==> config.mk <==
export PLATFORM = sky130hd
export DESIGN_NAME = inst_fetch_unit_flat
export DESIGN_NICKNAME = d
export VERILOG_FILES = /design/src/rtl/inst_fetch_unit_if.sv /design/src/rtl/inst_fetch_unit.sv /design/src/flat_wrapper.sv
export SDC_FILE = /design/constraint.sdc
export NUM_CORES = 1
export LEC_CHECK = 0
export ABC_AREA = 1
export CELL_PAD_IN_SITES_DETAIL_PLACEMENT = 0
export CELL_PAD_IN_SITES_GLOBAL_PLACEMENT = 2
export CORE_MARGIN = 5
export CORE_UTILIZATION = 32
export CTS_CLUSTER_DIAMETER = 40
export DETAILED_ROUTE_END_ITERATION = 10
export GPL_ROUTABILITY_DRIVEN = 1
export PLACE_DENSITY_LB_ADDON = 0.12
export SETUP_SLACK_MARGIN = 0.2
export SLEW_MARGIN = 15
export SYNTH_ARGS = -nofsm -noshare
export SYNTH_HDL_FRONTEND = slang
export SYNTH_SLANG_ARGS = --single-unit
==> constraint.sdc <==
create_clock -name clk -period 10.1 [get_ports clk]
set_input_delay 2.02 -clock clk [delete_from_list [all_inputs] [get_ports clk]]
set_output_delay 2.02 -clock clk [all_outputs]
set_load 0.05 [all_outputs]
==> src/rtl/inst_fetch_unit_if.sv <==
// Instruction-fetch bundle: the instruction-memory request/grant/response
// handshake, the branch/jump redirect, and the IF/ID register side.
// The master modport is the fetch unit. The slave modport is its environment
// (memory, ID stage and branch resolution).
interface inst_fetch_unit_if;
    logic        imem_req;
    logic [31:0] imem_addr;
    logic        imem_gnt;
    logic        imem_rvalid;
    logic [31:0] imem_rdata;
    logic        redirect_valid;
    logic [31:0] redirect_pc;
    logic        id_ready;
    logic        if_valid;
    logic [31:0] if_pc_plus4;
    logic [31:0] if_instruction;
    logic        fetch_fault;

    modport master (
        output imem_req, imem_addr, if_valid, if_pc_plus4, if_instruction, fetch_fault,
        input  imem_gnt, imem_rvalid, imem_rdata, redirect_valid, redirect_pc, id_ready
    );

    modport slave (
        input  imem_req, imem_addr, if_valid, if_pc_plus4, if_instruction, fetch_fault,
        output imem_gnt, imem_rvalid, imem_rdata, redirect_valid, redirect_pc, id_ready
    );
endinterface

==> src/rtl/inst_fetch_unit.sv <==
// Instruction-fetch stage. Issues word addresses to instruction memory and
// buffers the returned words in an in-order queue. The queue head goes to
// IF/ID. A redirect flushes the queue. Responses still in flight are then
// counted as "drop" and discarded when they arrive.
//
// Optional feature: define FETCH_ALIGN_CHECK_EN to flag misaligned redirect
// targets with a sticky fetch_fault that stops fetching until rst. Without
// it, the low two bits of redirect_pc are forced to zero and fetch_fault
// is tied low.
//
// BUF_DEPTH may be 2 or 4. It sizes the queue and also caps the number of
// requests in flight.
module inst_fetch_unit #(
    parameter logic [31:0] RESET_PC  = 32'h0000_0000,
    parameter int          BUF_DEPTH = 2
) (
    input logic                clk,
    input logic                rst,
    inst_fetch_unit_if.master  bus
);

    localparam int               PTR_W   = (BUF_DEPTH > 2) ? 2 : 1;
    localparam int               CNT_W   = 4;
    localparam logic [CNT_W-1:0] DEPTH_C = CNT_W'(BUF_DEPTH);

    logic [31:0]      pc_fetch_q, pc_fetch_d;
    logic [31:0]      pc_head_q, pc_head_d;
    logic [CNT_W-1:0] count_q, count_d;
    logic [CNT_W-1:0] live_q, live_d;
    logic [CNT_W-1:0] drop_q, drop_d;
    logic [PTR_W-1:0] rd_ptr_q, rd_ptr_d;
    logic [PTR_W-1:0] wr_ptr_q, wr_ptr_d;
    logic [31:0]      buf_q [BUF_DEPTH];
    logic [31:0]      buf_d [BUF_DEPTH];

    logic [31:0]      redirect_tgt;
    logic             fault_active;
    logic             credit_ok;
    logic             req;
    logic             accept;
    logic             pop;
    logic             rsp_drop;
    logic             rsp_push;
    logic [CNT_W-1:0] owed;

`ifdef FETCH_ALIGN_CHECK_EN
    logic fault_q, fault_d;

    assign redirect_tgt = bus.redirect_pc;
    assign fault_active = fault_q;

    // Sticky fault: set by a redirect to a misaligned target, cleared only by rst
    always_comb begin
        fault_d = fault_q;
        if (bus.redirect_valid && (bus.redirect_pc[1:0] != 2'b00)) begin
            fault_d = 1'b1;
        end
    end

    // Fault flag register
    always_ff @(posedge clk) begin
        if (rst) begin
            fault_q <= 1'b0;
        end else begin
            fault_q <= fault_d;
        end
    end
`else
    assign redirect_tgt = bus.redirect_pc & 32'hFFFF_FFFC;
    assign fault_active = 1'b0;
`endif

    // Credits count what is buffered and what is still owed, so every accepted
    // request is guaranteed a queue slot and the owed-response counters cannot overflow.
    assign credit_ok = ((count_q + live_q) < DEPTH_C) && ((live_q + drop_q) < DEPTH_C);
    assign req       = !rst && !bus.redirect_valid && credit_ok && !fault_active;
    assign accept    = req && bus.imem_gnt;
    assign pop       = (count_q != '0) && bus.id_ready && !bus.redirect_valid;
    assign rsp_drop  = bus.imem_rvalid && (drop_q != '0);
    assign rsp_push  = bus.imem_rvalid && (drop_q == '0) && (live_q != '0);
    assign owed      = drop_q + live_q;

    assign bus.imem_req       = req;
    assign bus.imem_addr      = pc_fetch_q;
    assign bus.if_valid       = (count_q != '0);
    assign bus.if_pc_plus4    = pc_head_q + 32'd4;
    assign bus.if_instruction = (count_q != '0) ? buf_q[rd_ptr_q] : 32'h0000_0000;
    assign bus.fetch_fault    = fault_active;

    // Next-state: a redirect overrides everything, otherwise accept/push/pop/drop update independently
    always_comb begin
        pc_fetch_d = pc_fetch_q;
        pc_head_d  = pc_head_q;
        count_d    = count_q;
        live_d     = live_q;
        drop_d     = drop_q;
        rd_ptr_d   = rd_ptr_q;
        wr_ptr_d   = wr_ptr_q;
        for (int i = 0; i < BUF_DEPTH; i++) begin
            buf_d[i] = buf_q[i];
        end

        if (bus.redirect_valid) begin
            pc_fetch_d = redirect_tgt;
            pc_head_d  = redirect_tgt;
            count_d    = '0;
            live_d     = '0;
            rd_ptr_d   = '0;
            wr_ptr_d   = '0;
            drop_d     = owed - ((bus.imem_rvalid && (owed != '0)) ? CNT_W'(1) : CNT_W'(0));
        end else begin
            if (accept) begin
                pc_fetch_d = pc_fetch_q + 32'd4;
            end
            if (rsp_drop) begin
                drop_d = drop_q - CNT_W'(1);
            end
            if (rsp_push) begin
                buf_d[wr_ptr_q] = bus.imem_rdata;
                wr_ptr_d        = wr_ptr_q + PTR_W'(1);
            end
            if (pop) begin
                rd_ptr_d  = rd_ptr_q + PTR_W'(1);
                pc_head_d = pc_head_q + 32'd4;
            end
            count_d = count_q + CNT_W'(rsp_push) - CNT_W'(pop);
            live_d  = live_q + CNT_W'(accept) - CNT_W'(rsp_push);
        end
    end

    // Control and address registers
    always_ff @(posedge clk) begin
        if (rst) begin
            pc_fetch_q <= RESET_PC;
            pc_head_q  <= RESET_PC;
            count_q    <= '0;
            live_q     <= '0;
            drop_q     <= '0;
            rd_ptr_q   <= '0;
            wr_ptr_q   <= '0;
        end else begin
            pc_fetch_q <= pc_fetch_d;
            pc_head_q  <= pc_head_d;
            count_q    <= count_d;
            live_q     <= live_d;
            drop_q     <= drop_d;
            rd_ptr_q   <= rd_ptr_d;
            wr_ptr_q   <= wr_ptr_d;
        end
    end

    // Instruction storage has no reset; the head is masked to NOP whenever the queue is empty
    always_ff @(posedge clk) begin
        for (int i = 0; i < BUF_DEPTH; i++) begin
            buf_q[i] <= buf_d[i];
        end
    end

endmodule

==> src/flat_wrapper.sv <==
// flat-port wrapper written by rule: the top's interface ports become plain ports
module inst_fetch_unit_flat 
#(
    parameter logic [31:0] RESET_PC  = 32'h0000_0000,
    parameter int          BUF_DEPTH = 2
)
  (clk, rst, bus_imem_req, bus_imem_addr, bus_if_valid, bus_if_pc_plus4, bus_if_instruction, bus_fetch_fault, bus_imem_gnt, bus_imem_rvalid, bus_imem_rdata, bus_redirect_valid, bus_redirect_pc, bus_id_ready);
  inst_fetch_unit_if bus_i ();
  input logic clk;
  input logic rst;
  output wire logic [$bits(bus_i.imem_req)-1:0] bus_imem_req;
  output wire logic [$bits(bus_i.imem_addr)-1:0] bus_imem_addr;
  output wire logic [$bits(bus_i.if_valid)-1:0] bus_if_valid;
  output wire logic [$bits(bus_i.if_pc_plus4)-1:0] bus_if_pc_plus4;
  output wire logic [$bits(bus_i.if_instruction)-1:0] bus_if_instruction;
  output wire logic [$bits(bus_i.fetch_fault)-1:0] bus_fetch_fault;
  input wire logic [$bits(bus_i.imem_gnt)-1:0] bus_imem_gnt;
  input wire logic [$bits(bus_i.imem_rvalid)-1:0] bus_imem_rvalid;
  input wire logic [$bits(bus_i.imem_rdata)-1:0] bus_imem_rdata;
  input wire logic [$bits(bus_i.redirect_valid)-1:0] bus_redirect_valid;
  input wire logic [$bits(bus_i.redirect_pc)-1:0] bus_redirect_pc;
  input wire logic [$bits(bus_i.id_ready)-1:0] bus_id_ready;
  assign bus_imem_req = bus_i.imem_req;
  assign bus_imem_addr = bus_i.imem_addr;
  assign bus_if_valid = bus_i.if_valid;
  assign bus_if_pc_plus4 = bus_i.if_pc_plus4;
  assign bus_if_instruction = bus_i.if_instruction;
  assign bus_fetch_fault = bus_i.fetch_fault;
  assign bus_i.imem_gnt = bus_imem_gnt;
  assign bus_i.imem_rvalid = bus_imem_rvalid;
  assign bus_i.imem_rdata = bus_imem_rdata;
  assign bus_i.redirect_valid = bus_redirect_valid;
  assign bus_i.redirect_pc = bus_redirect_pc;
  assign bus_i.id_ready = bus_id_ready;
  inst_fetch_unit #(.RESET_PC(RESET_PC), .BUF_DEPTH(BUF_DEPTH)) u_core (.clk(clk), .rst(rst), .bus(bus_i));
endmodule
# Word level (Yosys, flattened, before mapping)
# Memory sizes are Yosys's and may differ from the RTL's. A register that Yosys moved wholly into a read port is not among the register bits.
# Index checks and enable logic that the tools add are counted.
# classes
n_addsub	12
magnitude_cmp	4
mux	15
bitwise	1
n_reduce_logical	22
# ops
cell	n
2-to-1 mux 32 bit	6
2-to-1 mux 64 bit	2
adder 32 x 3 -> 32 bit, second input constant	2
bitwise mux 64 bit	1
demux 32 bit (select 1 bit)	1
nonzero test 4 bit	4
logical AND 1 bit	11
adder 4 x 1 -> 4 bit	2
adder 4 bit	2
less-than comparator 4 x 2 -> 1 bit, second input constant	2
2-to-1 mux 4 bit	2
subtractor 4 x 1 -> 4 bit	2
nonzero test 2 bit	3
logical NOT 4 bit	1
subtractor 4 x 1 -> 4 bit, second input constant	1
subtractor 4 bit	1
2-to-1 mux 1 bit	3
adder 1 bit, second input constant	2
greater-or-equal comparator 2 bit, second input constant	1
logical NOT 1 bit	2
less-than comparator 2 x 1 -> 1 bit, second input constant	1
inverter 1 -> 2 bit	1
OR reduction 2 bit	1
# totals
ff_bits	78
ram_bits	64
in_bits	70
output_inout_bits	99
elab_cells	64
n_memories	1
# memory_table
memory	depth	word_bits	read_ports	rd_ports_with_merged_regs	wr	line	text
u_core.buf_q	2	32	3	1	2	inst_fetch_unit.sv:33	logic [31:0] buf_q [BUF_DEPTH];

# Longest topological paths before layout
# depth
ltp_word	8
depth_mapped	16
depth_no_buf	16

# Least setup slack after synthesis
# Ideal clock, no wire load.
# synth_path
path_kind	input to output
startpoint	in rst
endpoint	out bus_imem_req
arrival_ns	3.229
t_required_ns	8.080
path_slack_ns	4.851
path_stages	8
n_path_buf	1
cell_sequence	buf_2 -> inv_2 -> nand2_4 -> clkinv_2 -> nand2_1 -> nor2_2 -> nand2_1 -> nor2_1
# synth_via
elab_chain_cells	3
# synth_rtl
item	line	text
start, declared	flat_wrapper.sv:10	input logic rst;
logical NOT 1 bit	inst_fetch_unit.sv:76	assign req = !rst && !bus.redirect_valid && credit_ok && !fault_active;
logical AND 1 bit (2 in a row)	inst_fetch_unit.sv:76	
end, declared	flat_wrapper.sv:11	output wire logic [$bits(bus_i.imem_req)-1:0] bus_imem_req;
# No other way between the ends.

# Final worst setup path
# layout_path
startpoint	in bus_redirect_valid
endpoint	out bus_imem_req
# layout_via
elab_chain_cells	3
# layout_rtl
item	line	text
start, declared	flat_wrapper.sv:20	input wire logic [$bits(bus_i.redirect_valid)-1:0] bus_redirect_valid;
logical NOT 1 bit	inst_fetch_unit.sv:76	
logical AND 1 bit (2 in a row)	inst_fetch_unit.sv:76	
# No other way between the ends.

==> impl_metrics.ini <==
[outcome]
status = finished, final reports clean

[finish]
layoutNonFillerInstCount = 1542
multiInputGateArea_um2 = 3940
drive_above_1_share_pct = 8.91
postLayoutCellArea_um2 = 10500
areaGrowthSynthToFinish_pct = 31.0
diodes = 0
n_fill_cell = 2629
fin_util_pct = 42.2
final-seq-area_um2 = 3420
nets = 1294

[pwr]
power.total_mw = 1.52
p_per_area_nw_per_um2 = 145
vdd_drop_max_uv = 95.6
p_leak_nw = 4.17

[yosys]
syn_area_per_cell_um2 = 7.67
synth-xor-area-share_pct = 4.36
yosysSeqAreaShare_pct = 42.6
synthDistinctLibCells = 42
syn_inst = 1048
synth.area.top_cells = edfxtp_1 (24%), dfxtp_1 (19%), nand2_1 (15%)
synth-compound-area-share_pct = 8.50
synthAdderAreaFrac_pct = 4.27
synth_top_family_by_area = simple AND/OR/NAND/NOR gates
yosys_register_bits = 139
ys_warn_count = 0
synthMuxAreaShare_pct = 4.48
synth_area_um2 = 8040
yosysTopAreaCell = edfxtp_1
synth-simple-area-share_pct = 27.1
yosys.area.top_type_share_pct = 23.9

[setup_path]
path_max_fanout = 70
worst_path_most_repeated_cell = nand2_1
path_class = input port to output pin
rrSetupSlack_ps = 7010
max_stage_delay_ps = 800
required_ps = 8080
cp-start-kind = input port
arrival_ps = 4330
critPathCaptureType = output pin
cp_cell_sequence = buf_2 > buf_4 > inv_6 > nand2_4 > clkinv_2 > nand2_1 > nor2_2 > nand2_1 > nor2_1 > clkdlybuf4s50_1
cp_slowest_cell = clkdlybuf4s50_1

[route]
vias_per_cell = 4.61
vias = 7101
first_iter_violations = 407
wl_um = 25900
wl_per_cell_um = 16.8
drcViolationCount = 0
drtPass1Iterations = 5
ant_nets = 0

[global_routing]
grt_first_pass_wirelength_um = 40000
grt_max_degree = 71
grt-ovfl-total = 0
grt_pass1_vias = 6939
track_usage_pct = 18.1
antenna_found_initial = 0

[clock_tree]
post_cts_buffers = 0
cts_max_level = 4
cts_made_buffers = 17
clockBufferDepth = 2
cts_hold_buf = 0
clk_pin_slew_ps = 60
cts_sinks = 139
postCtsResizedCells = 0
cts_root_buf = clkbuf_16
cts_tree = built
worstSkewPairLatency_ps = 430

[sta]
period_share_pct = 62.8
setup-tns-final_ps = 0
slew_violations = 0
grt_setup_unrepaired = false
finalSetupViolations = 0
fin_crit_ps = 6350
fmax_mhz = 158
skew_ps = 13.0
fin_hold_ws_ps = 473
finalHoldViolCount = 0
maxSlewHeadroom_pct = 52.1
worst_pin_slew_ps = 718
fin_ws_ps = 3750

[run]
drv_cap = 0

[place]
portBuffers = 161
pre_cts_ws_ps = 3720
dp_hpwl_um = 19200
gp_congestion = 0.827
post-place-cells = 1510
dpl_cell_area_um2 = 9930

[floorplan]
die_area_um2 = 28400
die_h_um = 168
start_util_pct = 32.2
die_w_um = 168
rows = 58
boundaryPins = 169
coreArea_um2 = 25000

[hold_path]
min_path_type = flip-flop to flip-flop
[metal layers]
layer,global-route usage [%],wire (µm),up-vias,share of wire (%)
li1,-,-,3669,-
met1,24.8,12300,3253,48
met2,29.5,11900,159,46
met3,3.69,1260,20,4.9
met4,4.20,331,0,1.3
met5,0,0,-,0
[cell families (layout without fill, tap and decap cells)]
family	Yosys count	count (layout)
buffers and inverters	170	330
other	1	5
multiplexers	32	32
AO/OA/AOI/OAI	121	121
adder cells (fa/ha/maj)	25	25
flip-flops	139	139
XOR/XNOR	40	40
AND/OR/NAND/NOR	520	520
[cell usage after synthesis]
library cell	count
a211oi_1	2
a21boi_0	2
a21o_1	1
a21oi_1	43
a21oi_2	10
a221oi_1	1
a31oi_1	15
and2_1	1
buf_1	5
buf_2	9
buf_4	6
buf_6	2
clkbuf_1	19
clkinv_2	1
conb_1	1
dfxtp_1	75
edfxtp_1	64
fa_1	4
ha_1	21
inv_1	121
inv_2	6
inv_6	1
mux2_2	32
nand2_1	316
nand2_2	2
nand2_4	1
nand3_1	53
nand3_2	3
nand3_4	1
nand3b_1	10
nand4_1	8
nand4_2	1
nor2_1	105
nor2_2	1
nor2_4	3
nor3_1	13
o21ai_0	42
o21ai_1	3
o21bai_1	2
or2_2	2
xnor2_1	10
xor2_1	30
[state kept, by name (all words and copies together), names as in the netlist, named ones only]
name	cells
u_core.buf_q	64
u_core.bus.imem_addr	30
u_core.pc_head_q	30
u_core.count_q	4
u_core.drop_q	4
u_core.live_q	4
u_core.rd_ptr_q	1
u_core.wr_ptr_q	1
[layout make-up]
| cell class | count | area share (%) |
|---|---|---|
| inverter | 129 | 4.66 |
| clock buffer | 17 | 4.04 |
| tap | 330 | 3.92 |
| timing repair buffer | 169 | 15.8 |
| clock inverter | 15 | 1.61 |
| sequential | 139 | 32.5 |
| multi-input combinational | 743 | 37.5 |
[layout by cell type (no fill, tap or decap), types with 4 or more instances in the layout]
master | synthesis | final
dfxtp_1 | 75 | 75
nand4_1 | 8 | 8
mux2_2 | 32 | 32
a31oi_1 | 15 | 15
xnor2_1 | 10 | 10
nand3_1 | 53 | 53
nand2_1 | 316 | 316
inv_8 | 0 | 7
a21oi_2 | 10 | 10
fa_1 | 4 | 4
o21ai_0 | 42 | 42
ha_1 | 21 | 21
a21oi_1 | 43 | 43
inv_2 | 6 | 6
buf_4 | 6 | 8
clkdlybuf4s50_1 | 0 | 159
nand3b_1 | 10 | 10
edfxtp_1 | 64 | 64
xor2_1 | 30 | 30
nor2_1 | 105 | 104
clkbuf_16 | 0 | 17
nor3_1 | 13 | 12
inv_1 | 121 | 121
conb_1 | 1 | 5
[worst max-delay path: cells and delay by family]
kind / cells / cell delay [ps]
simple gates: 5 / 480
buf+inv: 5 / 1780
[path summary, 6_finish.rpt]
check	startpoint	endpoint	cells past startpoint
max reg2reg	u_core.live_q[1]$_SDFF_PP0_	u_core.live_q[2]$_SDFF_PP0_	12
max	bus_redirect_valid	bus_imem_req	10
min	u_core.rd_ptr_q$_SDFFE_PP0P_	u_core.rd_ptr_q$_SDFFE_PP0P_	2
min reg2reg	u_core.rd_ptr_q$_SDFFE_PP0P_	u_core.rd_ptr_q$_SDFFE_PP0P_	2
[power by group]
group | internal, mW | switching, mW | total [mW] | leakage [nW]
Clock | 0.334 | 0.298 | 0.631 | 0.286
Sequential | 0.607 | 0.0258 | 0.633 | 1.19
Combinational | 0.0942 | 0.163 | 0.258 | 2.69
Total | 1.04 | 0.487 | 1.52 | 4.17
(Power assumes the default switching activity.)
